==> config.mk <==
export PLATFORM = sky130hd
export DESIGN_NAME = dual_port_arbiter
export DESIGN_NICKNAME = d
export VERILOG_FILES = /design/src/rtl/dual_port_arbiter.sv
export SDC_FILE = /design/constraint.sdc
export NUM_CORES = 1
export LEC_CHECK = 0
export BUFFER_PORTS_ARGS = -buffer_cell sky130_fd_sc_hd__buf_2
export CAP_MARGIN = 20
export CORE_ASPECT_RATIO = 0.7
export CORE_MARGIN = 2
export CORE_UTILIZATION = 55
export DETAILED_ROUTE_END_ITERATION = 16
export PLACE_DENSITY = 0.89
export SLEW_MARGIN = 20
export SYNTH_ARGS = -nofsm -noshare
export SYNTH_HDL_FRONTEND = slang
export SYNTH_SLANG_ARGS = --single-unit
==> constraint.sdc <==
create_clock -name clk -period 5.1 [get_ports clk]
set_input_delay 0.255 -clock clk [delete_from_list [all_inputs] [get_ports clk]]
set_output_delay 0.255 -clock clk [all_outputs]
set_load 0.005 [all_outputs]
==> src/rtl/dual_port_arbiter.sv <==
// Two-requester round-robin arbiter onto a single registered valid/ready channel.
// Grants are held for up to MAX_BURST beats; per-requester beat counters saturate.
module dual_port_arbiter #(
    parameter int DATA_W    = 8,
    parameter int MAX_BURST = 4
) (
    input  logic              clk,
    input  logic              rst_n,
    input  logic              a_valid_i,
    output logic              a_ready_o,
    input  logic [DATA_W-1:0] a_data_i,
    input  logic              b_valid_i,
    output logic              b_ready_o,
    input  logic [DATA_W-1:0] b_data_i,
    output logic              m_valid_o,
    input  logic              m_ready_i,
    output logic [DATA_W-1:0] m_data_o,
    output logic              m_src_o,
    input  logic              clr_cnt_i,
    output logic [15:0]       a_cnt_o,
    output logic [15:0]       b_cnt_o
);

    typedef enum logic [1:0] {
        IDLE  = 2'd0,
        GNT_A = 2'd1,
        GNT_B = 2'd2
    } state_t;

    localparam logic [3:0] BURST_LAST = 4'(MAX_BURST - 1);

    state_t              state_r;
    logic [3:0]          burst_r;
    logic                last_src_r;
    logic                m_valid_r;
    logic [DATA_W-1:0]   m_data_r;
    logic                m_src_r;
    logic [15:0]         a_cnt_r;
    logic [15:0]         b_cnt_r;

    logic load_en_s, a_gnt_s, b_gnt_s, a_xfer_s, b_xfer_s, xfer_s;
    logic gnt_valid_s, oth_valid_s, burst_end_s, release_s;

    // Handshake decode: ready only toward the granted side, and only when the output slot frees up.
    always_comb begin
        load_en_s = ~m_valid_r | m_ready_i;
        a_gnt_s   = (state_r == GNT_A);
        b_gnt_s   = (state_r == GNT_B);
        a_ready_o = a_gnt_s & load_en_s;
        b_ready_o = b_gnt_s & load_en_s;
        a_xfer_s  = a_valid_i & a_ready_o;
        b_xfer_s  = b_valid_i & b_ready_o;
        xfer_s    = a_xfer_s | b_xfer_s;
        if (a_gnt_s) begin
            gnt_valid_s = a_valid_i;
            oth_valid_s = b_valid_i;
        end else if (b_gnt_s) begin
            gnt_valid_s = b_valid_i;
            oth_valid_s = a_valid_i;
        end else begin
            gnt_valid_s = 1'b0;
            oth_valid_s = 1'b0;
        end
        burst_end_s = xfer_s & (burst_r == BURST_LAST);
        release_s   = (a_gnt_s | b_gnt_s) & (burst_end_s | ~gnt_valid_s);
    end

    // Grant FSM with burst counting and round-robin tie memory.
    always_ff @(posedge clk or negedge rst_n) begin
        if (!rst_n) begin
            state_r    <= IDLE;
            burst_r    <= 4'd0;
            last_src_r <= 1'b1;
        end else begin
            case (state_r)
                IDLE: begin
                    // last_src_r = 1 means B won last, so A takes a tie.
                    if (a_valid_i & (~b_valid_i | last_src_r)) begin
                        state_r    <= GNT_A;
                        last_src_r <= 1'b0;
                        burst_r    <= 4'd0;
                    end else if (b_valid_i) begin
                        state_r    <= GNT_B;
                        last_src_r <= 1'b1;
                        burst_r    <= 4'd0;
                    end else begin
                        state_r <= IDLE;
                    end
                end
                GNT_A, GNT_B: begin
                    if (release_s) begin
                        if (oth_valid_s) begin
                            state_r    <= (state_r == GNT_A) ? GNT_B : GNT_A;
                            last_src_r <= (state_r == GNT_A);
                            burst_r    <= 4'd0;
                        end else if (gnt_valid_s) begin
                            state_r    <= state_r;
                            last_src_r <= (state_r == GNT_B);
                            burst_r    <= 4'd0;
                        end else begin
                            state_r <= IDLE;
                        end
                    end else if (xfer_s) begin
                        burst_r <= burst_r + 4'd1;
                    end else begin
                        burst_r <= burst_r;
                    end
                end
                default: begin
                    state_r <= IDLE;
                    burst_r <= 4'd0;
                end
            endcase
        end
    end

    // Output register slot: loads on transfer, empties once the sink takes it.
    always_ff @(posedge clk or negedge rst_n) begin
        if (!rst_n) begin
            m_valid_r <= 1'b0;
            m_data_r  <= '0;
            m_src_r   <= 1'b0;
        end else if (xfer_s) begin
            m_valid_r <= 1'b1;
            m_data_r  <= a_xfer_s ? a_data_i : b_data_i;
            m_src_r   <= b_xfer_s;
        end else if (m_ready_i) begin
            m_valid_r <= 1'b0;
        end else begin
            m_valid_r <= m_valid_r;
        end
    end

    // Saturating beat counters; clear wins over a same-cycle transfer.
    always_ff @(posedge clk or negedge rst_n) begin
        if (!rst_n) begin
            a_cnt_r <= 16'd0;
            b_cnt_r <= 16'd0;
        end else if (clr_cnt_i) begin
            a_cnt_r <= 16'd0;
            b_cnt_r <= 16'd0;
        end else begin
            if (a_xfer_s && (a_cnt_r != 16'hFFFF)) a_cnt_r <= a_cnt_r + 16'd1;
            else                                   a_cnt_r <= a_cnt_r;
            if (b_xfer_s && (b_cnt_r != 16'hFFFF)) b_cnt_r <= b_cnt_r + 16'd1;
            else                                   b_cnt_r <= b_cnt_r;
        end
    end

    assign m_valid_o = m_valid_r;
    assign m_data_o  = m_data_r;
    assign m_src_o   = m_src_r;
    assign a_cnt_o   = a_cnt_r;
    assign b_cnt_o   = b_cnt_r;

endmodule

==> flow_summary.toml <==
[worst_setup_path]
r2r_slack_ns = 2.93
worstSetupEndpointType = "flop"
crit_slowest_cell = "dfrtp_1"
cp-start-kind = "flop"
path_class = "reg2reg"
max_stage_delay_ns = 0.43
crit_family = "simple AND/OR/NAND/NOR gates"
cp.arrival_ns = 2.37
worstPathRequired_ns = 5.30
critical_path_buf_inv_count = 1
cp_cell_sequence = "inv_1 > ha_1 > and2_1 > nand2_1 > a21oi_1 > nand3_1 > mux2_2"
crit_fanout = 11

[pwr]
p_leak_nw = 1.52
p_int_mw = 0.691
vdd_drop_max_mv = 0.205
p_seq_frac = 0.456
power_frac_comb = 0.325
switchingPower_mw = 0.376
p_per_area_nw_per_um2 = 334
p_total_mw = 1.07
switching_share = 0.352
clockPowerShare = 0.220

[final_layout]
fillCellCount = 401
drive_gt1_frac = 0.227
diodes = 0
final_cell_mix = "buf_2 (64), dfrtp_1 (48), nand2_1 (42)"
layout.nets = 394
final_common_cell = "buf_2"
synthToLayoutAreaGrowth_pct = 17.2

[placed_design]
port_buffers = 65
hpwl_um = 4400
gp_congestion = 0.855

[logic_synthesis]
synth.distinct_cells = 49
synth-edff-count = 0
async_flop_share = 1.00
syn_inst = 302
syn_nets = 331
syn_area_per_cell_um2 = 9.04
ys_ff_latch = 49
seq_area_frac_synth = 0.449
yosys_warnings = 0
netlist_area_um2 = 2730
synthFlopType = "dfrtp_1"

[global_routing]
grtUsageMet3 = 0.0674
grt_pass1_wl_um = 9870
grt-ovfl-total = 0
grtUsageMet1 = 0.326
grt_usage = 0.225
antenna_found_initial = 0
grt_util_met2 = 0.331
busiest_layer = "met2"
grt_max_degree = 50
grt_pass1_vias = 2096

[sta]
skew_ns = 0.00934
fmax_mhz = 461
finalMaxSlewViolations = 0
period_minus_slack_ns = 2.17
hold_viol_final = 0
tns_ns = 0
worstMarginPinSlew_ns = 0.783
setup_viol = 0
grt_setup_unrepaired = "false"
slew_headroom = 0.476
period_share = 0.425

[floorplanning]
die-area_um2 = 5550
pin_count = 66
die_x_um = 88.2
die_h_um = 63.0
rows = 21
floorplan.initialDensity = 0.571
core-area_um2 = 4780

[job]
max_cap_viol_count = 0

[clock_tree]
cts_buffer_depth = 2
cts_tree = "built"
clk_latency_ns = 0.31
clockRootBuffer = "clkbuf_8"
clock-sinks = 49
ctsResizeCount = 0
cts.clk_slew.worst_paths_ns = 0.09
htreeDepth = 2
cts_made_buffers = 5

[worst_hold_path]
hp-class = "in2reg"

[drt]
drt_pass1_iterations = 4
wl_per_cell_um = 13.9
num_vias = 2491
drtIter0Drc = 168
drc_errors = 0
antenna_left = 0
viasPerCell = 5.73
wirelength_um = 6060

[outcome]
status = "finished clean"
==> power by group through the flow <==
stage	registers, mW	logic [mW]	clock network (mW)
2_1_floorplan	0.492	0.226	0
3_3_place_gp	0.491	0.336	0
3_5_place_dp	0.492	0.346	0
4_1_cts	0.486	0.348	0.237
5_1_grt	0.493	0.388	0.257
6_report	0.486	0.347	0.234
==> worst min-delay path, cell delays in order <==
cell     delay (ns)
buf_2          0.09
nand2_1        0.04
a31oi_1        0.07
==> cell usage after synthesis, types with 2 or more instances <==
cell      count  area share
dfrtp_1      48        0.44
and3_1        5       0.011
or4_1         4       0.011
xor2_1        6       0.019
buf_2         2      0.0037
nand3b_1      2      0.0055
o31ai_1       2      0.0055
mux2_2        2      0.0082
nor3_1       11       0.020
o41ai_1       3      0.0096
a31oi_1      11       0.025
mux2i_1       3       0.011
clkbuf_1      7      0.0096
and4_1        2      0.0064
nand2b_1      3      0.0069
nand3_1      10       0.018
nor2b_1       4      0.0092
nand2_1      42       0.058
nand4_1      11       0.025
nor2_1       38       0.052
xnor2_1       9       0.029
or3_1         3      0.0069
and2_1        6       0.014
o21ai_0      10       0.018
a211oi_1      5       0.014
a21oi_1      13       0.024
nor4_4        2       0.016
o21ai_2       2      0.0064
inv_1        10       0.014
ha_1          7       0.032
==> registers in the layout, summed over array words and instances (netlist names) <==
name,cells
a_cnt_o,16
b_cnt_o,16
m_data_o,8
burst_r,4
state_r,2
last_src_r,1
m_src_o,1
m_valid_o,1
==> cells by family after synthesis <==
logic type / after synthesis / synth area share
simple gates: 151 / 0.292
compound gates: 55 / 0.131
flops: 49 / 0.449
buf+inv: 20 / 0.0289
xor+xnor: 15 / 0.0481
fa+ha+maj: 7 / 0.0321
mux: 5 / 0.0192
==> layout make-up <==
class	count	area, um^2	area share
Clock buffer	6	72.6	0.0227
Multi-Input combinational cell	233	1430	0.445
Tap cell	69	86.3	0.0270
Sequential cell	49	1230	0.384
Inverter	10	37.5	0.0117
Timing Repair Buffer	66	338	0.106
Clock inverter	2	13.8	0.00430
==> path summary, 6_finish.rpt <==
kind	to	cells after the start	startpoint
max	b_cnt_o[4]	7	state_r[0]
min	m_data_o[5]	3	b_data_i[5]
max reg2reg	b_cnt_o[4]	7	state_r[0]
min reg2reg	m_src_o	2	m_src_o
max in group asynchronous	burst_r[1]	2	rst_n
min in group asynchronous	a_cnt_o[14]	2	rst_n
==> per-stage QoR <==
stage | util | hold WS, ns | setup WS [ns] | std cells | cell area [um^2]
after detailed placement | 0.649 | 0.480 | 2.95 | 426 | 3100
after global placement | 0.649 | 0.480 | 3.11 | 426 | 3100
after floorplan | - | -0.0406 | 3.27 | 302 | 2730
final | 0.669 | 0.192 | 2.93 | 435 | 3200
after CTS | 0.667 | 0.173 | 2.93 | 434 | 3190
after global routing | 0.669 | 0.189 | 2.78 | 435 | 3200
==> repair_timing <==
item	4_1_cts	5_1_grt
endpoints found under the hold margin	0	29
setup buffers	0	0
hold buffers	0	1
==> per-layer routing <==
layer / vias to the layer above / wire, um
li1: 1210 / -
met1: 1184 / 2850
met2: 90 / 2730
met3: 7 / 430
met4: 0 / 49
met5: - / 0
Note: power is estimated with default switching activity, not from simulation.
